===== src/rtl/branch_predictor_if.sv =====
// Fetch-side lookup and execute-side resolve/repair signals of the branch predictor.
// The master is the pipeline; the slave is the predictor.
interface branch_predictor_if #(
    parameter int GHR_W = 6,
    parameter int PTR   = 2
);
    logic [31:0]      lookup_PC;
    logic             fetch_advance;
    logic             predict_taken;
    logic             BTB_hit;
    logic [31:0]      BTB_PC;
    logic [GHR_W-1:0] lookup_ghr;
    logic [PTR-1:0]   lookup_ras_ptr;
    logic             upd_en;
    logic [31:0]      upd_PC;
    logic [1:0]       upd_type;
    logic             upd_taken;
    logic [31:0]      upd_target;
    logic [GHR_W-1:0] upd_ghr;
    logic [PTR-1:0]   upd_ras_ptr;
    logic             upd_mispredict;

    modport master (
        output lookup_PC, fetch_advance,
        output upd_en, upd_PC, upd_type, upd_taken, upd_target,
        output upd_ghr, upd_ras_ptr, upd_mispredict,
        input  predict_taken, BTB_hit, BTB_PC, lookup_ghr, lookup_ras_ptr
    );

    modport slave (
        input  lookup_PC, fetch_advance,
        input  upd_en, upd_PC, upd_type, upd_taken, upd_target,
        input  upd_ghr, upd_ras_ptr, upd_mispredict,
        output predict_taken, BTB_hit, BTB_PC, lookup_ghr, lookup_ras_ptr
    );
endinterface


===== src/rtl/branch_predictor.sv =====
// Gshare 2-bit pattern table, tagged direct-mapped BTB with branch type, and a return address
// stack. Speculative GHR / RAS pointer are exported per lookup and restored on mispredict.
module branch_predictor #(
    parameter int ENTRIES   = 64,
    parameter int GHR_BITS  = 6,
    parameter int RAS_DEPTH = 4
) (
    input  logic              clk,
    input  logic              rst,
    branch_predictor_if.slave bp
);
    localparam int IDX   = $clog2(ENTRIES);
    localparam int GHR_W = (GHR_BITS > 0) ? GHR_BITS : 1;
    localparam int PTR   = $clog2(RAS_DEPTH);
    localparam int TAG_W = 30 - IDX;

    localparam logic [1:0] T_COND = 2'b00;
    localparam logic [1:0] T_CALL = 2'b10;
    localparam logic [1:0] T_RET  = 2'b11;
    localparam logic [PTR:0] RAS_FULL = (PTR+1)'(RAS_DEPTH);

    logic [1:0]       r_pht   [ENTRIES];
    logic             r_valid [ENTRIES];
    logic [TAG_W-1:0] r_tag   [ENTRIES];
    logic [31:0]      r_tgt   [ENTRIES];
    logic [1:0]       r_type  [ENTRIES];
    logic [31:0]      r_ras   [RAS_DEPTH];
    logic [GHR_W-1:0] r_ghr;
    logic [PTR-1:0]   r_ras_ptr;
    logic [PTR:0]     r_ras_cnt;

    logic [IDX-1:0]   w_ghr_ext;
    logic [IDX-1:0]   w_upd_ghr_ext;
    logic [IDX-1:0]   w_idx;
    logic [IDX-1:0]   w_uidx;
    logic [TAG_W-1:0] w_tag;
    logic             w_hit;
    logic [1:0]       w_type;
    logic             w_ras_empty;
    logic [PTR-1:0]   w_ras_top;
    logic [PTR:0]     w_cnt_inc;
    logic             w_repair;
    logic             w_spec;
    logic [GHR_W:0]   w_ghr_spec_sh;
    logic [GHR_W:0]   w_ghr_upd_sh;

    // With GHR_BITS=0 r_ghr is held at zero, which degenerates the index to plain bimodal.
    assign w_ghr_ext     = IDX'(r_ghr);
    assign w_upd_ghr_ext = (GHR_BITS > 0) ? IDX'(bp.upd_ghr) : '0;

    assign w_idx       = bp.lookup_PC[IDX+1:2] ^ w_ghr_ext;
    assign w_uidx      = bp.upd_PC[IDX+1:2] ^ w_upd_ghr_ext;
    assign w_tag       = bp.lookup_PC[31:IDX+2];
    assign w_hit       = r_valid[w_idx] && (r_tag[w_idx] == w_tag);
    assign w_type      = r_type[w_idx];
    assign w_ras_empty = (r_ras_cnt == '0);
    assign w_ras_top   = r_ras_ptr - PTR'(1);
    assign w_cnt_inc   = (r_ras_cnt == RAS_FULL) ? r_ras_cnt : r_ras_cnt + (PTR+1)'(1);

    assign w_repair      = bp.upd_en && bp.upd_mispredict;
    assign w_spec        = bp.fetch_advance && !w_repair && w_hit;
    assign w_ghr_spec_sh = {r_ghr, r_pht[w_idx][1]};
    assign w_ghr_upd_sh  = {bp.upd_ghr, bp.upd_taken};

    assign bp.BTB_hit        = w_hit;
    assign bp.lookup_ghr     = r_ghr;
    assign bp.lookup_ras_ptr = r_ras_ptr;

    always_comb begin
        bp.predict_taken = 1'b0;
        bp.BTB_PC        = '0;
        if (w_hit) begin
            case (w_type)
                T_COND: begin
                    bp.predict_taken = r_pht[w_idx][1];
                    bp.BTB_PC        = r_tgt[w_idx];
                end
                T_RET: begin
                    bp.predict_taken = 1'b1;
                    bp.BTB_PC        = w_ras_empty ? r_tgt[w_idx] : r_ras[w_ras_top];
                end
                default: begin
                    bp.predict_taken = 1'b1;
                    bp.BTB_PC        = r_tgt[w_idx];
                end
            endcase
        end
    end

    always_ff @(posedge clk) begin
        if (!rst) begin
            for (int i = 0; i < ENTRIES; i++) begin
                r_pht[i]   <= 2'b01;
                r_valid[i] <= 1'b0;
            end
            r_ghr     <= '0;
            r_ras_ptr <= '0;
            r_ras_cnt <= '0;
        end else begin
            if (bp.upd_en && bp.upd_type == T_COND) begin
                if (bp.upd_taken && r_pht[w_uidx] != 2'b11)
                    r_pht[w_uidx] <= r_pht[w_uidx] + 2'b01;
                else if (!bp.upd_taken && r_pht[w_uidx] != 2'b00)
                    r_pht[w_uidx] <= r_pht[w_uidx] - 2'b01;
            end

            // Not-taken conditionals never allocate, so a cold branch stays out of the BTB.
            if (bp.upd_en && (bp.upd_taken || bp.upd_type != T_COND)) begin
                r_valid[w_uidx] <= 1'b1;
                r_tag[w_uidx]   <= bp.upd_PC[31:IDX+2];
                r_tgt[w_uidx]   <= bp.upd_target;
                r_type[w_uidx]  <= bp.upd_type;
            end

            if (w_repair) begin
                if (GHR_BITS > 0)
                    r_ghr <= (bp.upd_type == T_COND) ? w_ghr_upd_sh[GHR_W-1:0] : bp.upd_ghr;
                // Restore the checkpointed pointer, then replay the resolved instruction's own stack op.
                case (bp.upd_type)
                    T_CALL: begin
                        r_ras[bp.upd_ras_ptr] <= bp.upd_PC + 32'd4;
                        r_ras_ptr             <= bp.upd_ras_ptr + PTR'(1);
                        r_ras_cnt             <= w_cnt_inc;
                    end
                    T_RET: begin
                        if (!w_ras_empty) begin
                            r_ras_ptr <= bp.upd_ras_ptr - PTR'(1);
                            r_ras_cnt <= r_ras_cnt - (PTR+1)'(1);
                        end else begin
                            r_ras_ptr <= bp.upd_ras_ptr;
                        end
                    end
                    default: r_ras_ptr <= bp.upd_ras_ptr;
                endcase
            end else if (w_spec) begin
                case (w_type)
                    T_COND: begin
                        if (GHR_BITS > 0)
                            r_ghr <= w_ghr_spec_sh[GHR_W-1:0];
                    end
                    T_CALL: begin
                        r_ras[r_ras_ptr] <= bp.lookup_PC + 32'd4;
                        r_ras_ptr        <= r_ras_ptr + PTR'(1);
                        r_ras_cnt        <= w_cnt_inc;
                    end
                    T_RET: begin
                        if (!w_ras_empty) begin
                            r_ras_ptr <= w_ras_top;
                            r_ras_cnt <= r_ras_cnt - (PTR+1)'(1);
                        end
                    end
                    default: ;
                endcase
            end
        end
    end
endmodule


===== src/flat_wrapper.sv =====
// flat-port wrapper written by rule: the top's interface ports become plain ports
module branch_predictor_flat 
#(
    parameter int ENTRIES   = 64,
    parameter int GHR_BITS  = 6,
    parameter int RAS_DEPTH = 4
)
  (clk, rst, bp_lookup_PC, bp_fetch_advance, bp_upd_en, bp_upd_PC, bp_upd_type, bp_upd_taken, bp_upd_target, bp_upd_ghr, bp_upd_ras_ptr, bp_upd_mispredict, bp_predict_taken, bp_BTB_hit, bp_BTB_PC, bp_lookup_ghr, bp_lookup_ras_ptr);
  branch_predictor_if #(.GHR_W(GHR_BITS), .PTR((2))) bp_i ();
  input  logic clk;
  input  logic rst;
  input wire logic [$bits(bp_i.lookup_PC)-1:0] bp_lookup_PC;
  input wire logic [$bits(bp_i.fetch_advance)-1:0] bp_fetch_advance;
  input wire logic [$bits(bp_i.upd_en)-1:0] bp_upd_en;
  input wire logic [$bits(bp_i.upd_PC)-1:0] bp_upd_PC;
  input wire logic [$bits(bp_i.upd_type)-1:0] bp_upd_type;
  input wire logic [$bits(bp_i.upd_taken)-1:0] bp_upd_taken;
  input wire logic [$bits(bp_i.upd_target)-1:0] bp_upd_target;
  input wire logic [$bits(bp_i.upd_ghr)-1:0] bp_upd_ghr;
  input wire logic [$bits(bp_i.upd_ras_ptr)-1:0] bp_upd_ras_ptr;
  input wire logic [$bits(bp_i.upd_mispredict)-1:0] bp_upd_mispredict;
  output wire logic [$bits(bp_i.predict_taken)-1:0] bp_predict_taken;
  output wire logic [$bits(bp_i.BTB_hit)-1:0] bp_BTB_hit;
  output wire logic [$bits(bp_i.BTB_PC)-1:0] bp_BTB_PC;
  output wire logic [$bits(bp_i.lookup_ghr)-1:0] bp_lookup_ghr;
  output wire logic [$bits(bp_i.lookup_ras_ptr)-1:0] bp_lookup_ras_ptr;
  assign bp_i.lookup_PC = bp_lookup_PC;
  assign bp_i.fetch_advance = bp_fetch_advance;
  assign bp_i.upd_en = bp_upd_en;
  assign bp_i.upd_PC = bp_upd_PC;
  assign bp_i.upd_type = bp_upd_type;
  assign bp_i.upd_taken = bp_upd_taken;
  assign bp_i.upd_target = bp_upd_target;
  assign bp_i.upd_ghr = bp_upd_ghr;
  assign bp_i.upd_ras_ptr = bp_upd_ras_ptr;
  assign bp_i.upd_mispredict = bp_upd_mispredict;
  assign bp_predict_taken = bp_i.predict_taken;
  assign bp_BTB_hit = bp_i.BTB_hit;
  assign bp_BTB_PC = bp_i.BTB_PC;
  assign bp_lookup_ghr = bp_i.lookup_ghr;
  assign bp_lookup_ras_ptr = bp_i.lookup_ras_ptr;
  branch_predictor #(.ENTRIES(ENTRIES), .GHR_BITS(GHR_BITS), .RAS_DEPTH(RAS_DEPTH)) u_core (.clk(clk), .rst(rst), .bp(bp_i));
endmodule

===== config.mk =====
export PLATFORM = sky130hd
export DESIGN_NAME = branch_predictor_flat
export DESIGN_NICKNAME = d
export VERILOG_FILES = /design/src/rtl/branch_predictor_if.sv /design/src/rtl/branch_predictor.sv /design/src/flat_wrapper.sv
export SDC_FILE = /design/constraint.sdc
export NUM_CORES = 2
export LEC_CHECK = 0
export CAP_MARGIN = 20
export CORE_MARGIN = 1.5
export CORE_UTILIZATION = 56
export DETAILED_ROUTE_END_ITERATION = 16
export PLACE_DENSITY = 0.76
export SYNTH_ARGS = -nofsm -noshare
export SYNTH_HDL_FRONTEND = slang
export SYNTH_SLANG_ARGS = --single-unit

===== constraint.sdc =====
create_clock -name clk -period 8.5 [get_ports clk]
set_input_delay 0.85 -clock clk [delete_from_list [all_inputs] [get_ports clk]]
set_output_delay 0.85 -clock clk [all_outputs]
set_load 0.02 [all_outputs]

Yosys cells after proc, flatten, opt, wreduce, memory -nomap -nowiden:

Memory sizes are Yosys's and may differ from the RTL's.
Cells that the tools add are included.

* input port bits: 112
* logic and storage cells: 109
* RAM bits: 4032
* output and inout bits: 42
* register bits after elaboration: 11
* memories: 6

Memory list
* u_core.r_tgt: words 64, width 32, read ports 1, clocked after memory_dff 0, wr ports 1, line branch_predictor.sv:25 `logic [31:0] r_tgt [ENTRIES];`
* u_core.r_tag: words 64, width 24, read ports 1, clocked after memory_dff 0, wr ports 1, line branch_predictor.sv:24 `logic [TAG_W-1:0] r_tag [ENTRIES];`
* u_core.r_pht: words 64, width 2, read ports 2, clocked after memory_dff 0, wr ports 64, line branch_predictor.sv:22 `logic [1:0] r_pht [ENTRIES];`
* u_core.r_ras: words 4, width 32, read ports 1, clocked after memory_dff 0, wr ports 1, line branch_predictor.sv:27 `logic [31:0] r_ras [RAS_DEPTH];`
* u_core.r_type: words 64, width 2, read ports 1, clocked after memory_dff 0, wr ports 1, line branch_predictor.sv:26 `logic [1:0] r_type [ENTRIES];`
* u_core.r_valid: words 64, width 1, read ports 1, clocked after memory_dff 0, wr ports 64, line branch_predictor.sv:23 `logic r_valid [ENTRIES];`

* eq/ne operators: 9
* bitwise gates (word level): 3
* add/subtract/negate cells: 10
* muxes and demuxes: 53
* reductions and logical operators: 25

Operator list (number)
* $mux 32: 4
* $add 32x3->32 const B: 2
* $mux 6: 6
* $reduce_or 32->1: 1
* $mux 1: 28
* $eq 24x24->1: 1
* $mux 2: 7
* $mux 3: 4
* $pmux 3 s2: 2
* $xor 6x6->6: 2
* $eq 2x2->1 const B: 4
* $logic_and 1x1->1: 8
* $pmux 2 s2: 2
* $reduce_bool 2->1: 4
* $add 2x1->2 const B: 3
* $ne 3x3->1 const B: 2
* $reduce_and 3->1: 2
* $sub 2x1->2 const B: 3
* $logic_not 2->1: 2
* $add 3x1->3 const B: 1
* $eq 3x3->1 const B: 1
* $logic_not 3->1: 1
* $reduce_bool 3->1: 1
* $sub 3x1->3 const B: 1
* other kinds (7): 8

Longest topological paths before layout:

An unclocked memory read counts as a cell.

* depth after elaboration: 12
* depth in mapped cells: 29
* depth with buffers taken out: 20

Worst setup path before layout:

OpenSTA, ideal clock, no wires.

* path type: input -> register
* from: input bp_lookup_PC[2]
* to: memory u_core.r_ras[0][0], enable pin
* slack: 1.964 ns
* library setup time: 0.466 ns
* stages on the path: 13
* path buffers: 3
* required time: 8.034 ns
* arrival time: 6.070 ns
* path through: xor2_1 buf_4 buf_4 buf_4 mux4_2 a2111oi_0 nand2_1 a21o_1 a311oi_2 nand4_1 nor4_4 nand2b_1 o21ai_0

* longest elaborated chain between the ends: 11
* elaborated cells on any way between the ends: 16
* classes of those cells: 2 x eq/ne; 7 x mux; 1 x bitwise; 3 x reduce/logical; 3 x memory

RTL lines
* start: declaration: line flat_wrapper.sv:12 `input wire logic [$bits(bp_i.lookup_PC)-1:0] bp_lookup_PC;`
* $xor 6x6->6 (*): line branch_predictor.sv:51 `assign w_idx = bp.lookup_PC[IDX+1:2] ^ w_ghr_ext;`
* $mem_v2 64x24
* $eq 24x24->1: line branch_predictor.sv:54 `assign w_hit = r_valid[w_idx] && (r_tag[w_idx] == w_tag);`
* $logic_and 1x1->1: line branch_predictor.sv:54
* $logic_and 1x1->1: line branch_predictor.sv:61 `assign w_spec = bp.fetch_advance && !w_repair && w_hit;`
* $mux 1 (*): line branch_predictor.sv:135 `end else if (w_spec) begin`
* $mux 1 (*): line branch_predictor.sv:115 `if (w_repair) begin`
* $mux 1 (*): line branch_predictor.sv:91 `if (!rst) begin`
* $mux 1 (not written as such) (*): line branch_predictor.sv:142 `r_ras[r_ras_ptr] <= bp.lookup_PC + 32'd4;`
* $reduce_or 32->1 (no line)
* $mux 2 (no line) / $mux 1 (equally long branches)
* end: declaration: line branch_predictor.sv:27

Every way passes the cells marked *; elsewhere a longest branch is shown, timed or not.

Worst setup path after layout:

* from: register u_core.r_ghr[0] (netlist: u_core.bp.lookup_ghr[0])
* to: output bp_BTB_PC[15]

* longest elaborated chain between the ends: 5
* elaborated cells on any way between the ends: 11
* classes of those cells: 2 x eq/ne; 3 x mux; 1 x bitwise; 1 x reduce/logical; 4 x memory

RTL lines
* start: declaration: line branch_predictor.sv:28 `logic [GHR_W-1:0] r_ghr;`
* start signal: assignment: line branch_predictor.sv:117 `r_ghr <= (bp.upd_type == T_COND) ? w_ghr_upd_sh[GHR_W-1:0] : bp.upd_ghr;`
* start signal: assignment: line branch_predictor.sv:139 `r_ghr <= w_ghr_spec_sh[GHR_W-1:0];`
* $xor 6x6->6 (*): line branch_predictor.sv:51
* $mem_v2 64x24, or another cell as far along
* $eq 24x24->1, or another cell as far along: line branch_predictor.sv:54
* $logic_and 1x1->1 / $mux 32 (equally long branches)
* $mux 32 (*): line branch_predictor.sv:72 `if (w_hit) begin`
* end: declaration: line flat_wrapper.sv:24 `output wire logic [$bits(bp_i.BTB_PC)-1:0] bp_BTB_PC;`

Marks and branches as above.

==> flow_summary.toml <==
[drt]
ant_nets = 0
vias = 89563
wirelength_um = 508000
viasPerCell = 7.36
drtIter0Drc = 17691
first_pass_iters = 7
wl_per_cell_um = 41.7
remaining_drc_errors = 0

[logic_synthesis]
synth.distinct_cells = 89
syn_area_per_cell_um2 = 20.9
syn_nets = 7729
yosys.area.top_type_share_pct = 75.0
synthCells = 7613
yosysSeqAreaShare_pct = 76.0
ys_ff_latch = 4043
synth_flop_cell = "edfxtp_1"
yosysWarnings = 0
synthTopCellsByArea = "edfxtp_1 (75%), mux4_2 (14%), mux2i_1 (1.3%), nand2_1 (1.0%), dfxtp_1 (0.95%)"
syn_area_mm2 = 0.159
async_flop_share_pct = 0
synth_top_area_cell = "edfxtp_1"
synth-edff-count = 3968

[place]
io_buffer_count = 153
gp_congestion = 0.969
place_hpwl_um = 270000

[worst_hold_path]
hold_path.class = "in2reg"

[power_and_ir_drop]
post-layout-total-power_mw = 43.5
power_density_mw_per_mm2 = 242
ir_worst_vdd_mv = 0.219
power.leakage_nw = 56.5

[clock_network]
htreeDepth = 5
cts_resized = 0
clkSlewWorstSetupHoldPaths_ns = 0.06
insertion_delay_ns = 0.95
hold_buffers = 0
cts-root-buf = "clkbuf_16"
post-cts-setup-buffers = 0
cts_sinks = 4043
cts_buffers = 389
cts_tree = "done"
cts_max_path_buffers = 4

[setup_path]
critPathLaunchType = "register"
cp.required_ns = 7.65
slowest_delay_ns = 0.82
endpoint_kind = "primary output"
slowest_stage = "dfxtp_1"
critPathMaxFanout = 34
arrival_ns = 7.70
crit_path_cell_trace = "xor2_4, buf_12, buf_4, mux4_2, mux2i_1, nor3_1, nor4bb_1, a21oi_1, nor4_1, nand4b_1, nor4_1, nand4_1, buf_12, nor2_1, clkdlybuf4s50_1"
crit_type = "reg2out"
cp_top_family = "simple AND/OR/NAND/NOR gates"
cp_num_buf_inv = 4

[sta]
fin_crit_sh_pct = 101
finClkSkew_ns = 0.0669
period_needed_ns = 8.55
rsz0062_at_grt = "no"
fin_ws_ns = -0.0516
finalSetupViolCount = 11
worst_pin_slew_ns = 1.31
finalHoldViolations = 0
finalSetupTns_ns = -0.316
max_slew_margin_pct = 12.3
holdWs_ns = 0.221
clock.fmax_mhz = 117
final_max_slew_viol_count = 0

[die]
dieArea_mm2 = 0.287
start_util_pct = 56.3
die_x_um = 536
fp-row-count = 195
ios = 154
die_h_um = 536
coreArea_mm2 = 0.282

[global_routing]
grt_pass1_wl_um = 692000
grt_max_degree = 102
grt.total_usage_pct = 35.3
grt_pass1_vias = 86661
grt-ovfl-total = 0
antenna_found_initial = 34

[layout]
layout-drive-gt1-share_pct = 25.4
multi_input_area_mm2 = 0.0366
area_growth_syn_to_layout_pct = 13.0
final_nets = 8203
final-seq-area_mm2 = 0.121
nFillCells = 17898

[status]
violations = "negative setup slack"
outcome = "complete, but fails checks"

[run]
maxCapViolations = 0
==> layout make-up <==
type,instances,area share (%)
inverters,15,0.0314
clock buffers,478,5.74
flip-flops and latches,4043,67.3
multi-input cells,3120,20.4
repair buffers,518,2.74
clock inverters,226,1.19
diodes,24,0.0335
well taps,3743,2.61
==> kinds of logic (layout without fill, tap and decap cells) <==
kind of cell             count (synthesis)  after routing  synth area share (%)
buffers and inverters                  450           1237                  1.48
multiplexers                          1236           1236                  15.8
adder cells (fa/ha/maj)                  4              4                0.0315
flip-flops                            4043           4043                  76.0
AND/OR/NAND/NOR                       1147           1147                  3.39
AO/OA/AOI/OAI                          641            641                  2.79
other                                    0             24                     0
XOR/XNOR                                92             92                 0.526
==> metrics by stage <==
stage | util (%) | instance area (um2) | std cells | worst slack, ns
after floorplan | - | 159000 | 7613 | 1.96
after global placement | 59.0 | 166000 | 11411 | 0.491
after detailed placement | 59.1 | 167000 | 11430 | 0.479
after CTS | 63.5 | 179000 | 12134 | 0.217
after global routing | 63.6 | 179000 | 12153 | 0.101
final | 63.6 | 179000 | 12167 | -0.0516
==> Yosys cell counts (9+ instances only) <==
cell,n
nand2_1,422
buf_4,42
edfxtp_1,3968
nor2_1,231
buf_2,101
dfxtp_1,75
a31oi_1,24
o22ai_1,76
a21oi_1,82
mux2_2,15
buf_1,32
mux2i_1,202
nor4_1,23
clkbuf_1,215
o21ai_0,117
inv_1,14
a32o_1,9
nor3_1,105
a22oi_1,75
or3_1,68
o211ai_1,17
nand3_1,148
xor2_1,40
a211o_1,9
a21o_1,66
xnor2_1,48
a32oi_1,21
mux4_2,1015
a21oi_2,18
a211oi_1,15
buf_6,36
o32ai_1,10
and3_1,38
a311oi_1,10
nand4_1,44
==> routing by layer <==
| metal | wire length [um] | up-vias | part of all wire [%] | GRT usage [%] |
|---|---|---|---|---|
| met5 | 41 | - | 0.0081 | 0 |
| met4 | 36800 | 6 | 7.3 | 21.8 |
| met3 | 79500 | 1812 | 16 | 10.4 |
| met2 | 230000 | 9151 | 45 | 52.9 |
| met1 | 162000 | 45765 | 32 | 45.9 |
| li1 | - | 32829 | - | - |
==> sequential cells by signal, summed over array words and instances (netlist names) <==
register and cells:
u_core.r_valid 64, u_core.r_ras 128, u_core.bp.lookup_ras_ptr 2, u_core.r_pht 128
u_core.bp.lookup_ghr 6, u_core.r_ras_cnt 3, u_core.r_tag 1536, u_core.r_type 128
u_core.r_tgt 2048
==> power by group <==
group,switching [mW],internal (mW)
logic,2.54,1.61
clock network,7.49,9.75
registers,0.0653,22.0
==> cells in the final DEF (no fill, tap or decap), types with 95 or more instances in the layout <==
| cell | netlist | final |
|---|---|---|
| buf_4 | 42 | 304 |
| mux4_2 | 1015 | 1015 |
| clkbuf_16 | 0 | 398 |
| edfxtp_1 | 3968 | 3968 |
| nand2_1 | 422 | 422 |
| clkinv_1 | 1 | 99 |
| mux2i_1 | 202 | 202 |
| nor3_1 | 105 | 95 |
| nand3_1 | 148 | 148 |
| nor2_1 | 231 | 161 |
| o21ai_0 | 117 | 116 |
==> final timing paths <==
path                               to  cells after the start  slack [ns]                     from
hold reg to reg    u_core.r_valid[15]                      1        0.45       u_core.r_valid[15]
hold / removal    u_core.r_tag[57][3]                      1        0.22            bp_upd_PC[11]
setup reg to reg  u_core.r_ras[0][26]                     22        1.05  u_core.bp.lookup_ghr[0]
setup / recovery        bp_BTB_PC[15]                     15       -0.05  u_core.bp.lookup_ghr[0]
==> worst register-to-register path: stages, from the launching register on <==
cell and delay [ns]:
dfxtp_1 0.82, xor2_4 0.36, buf_12 0.33, buf_4 0.52
mux4_2 0.57, o22ai_1 0.66, nor4_1 0.15, o211ai_1 0.61
nor4bb_1 0.30, buf_4 0.19, nand4_1 0.15, nor4_4 0.43
mux2_2 0.27, ha_1 0.24, nand2_1 0.11, nor2_1 0.24
and3_1 0.27, nand3_1 0.15, inv_1 0.24, and3_1 0.20
xor2_1 0.16, nor2_1 0.05, a21oi_1 0.28
Note: power is estimated with default switching activity, not from simulation.
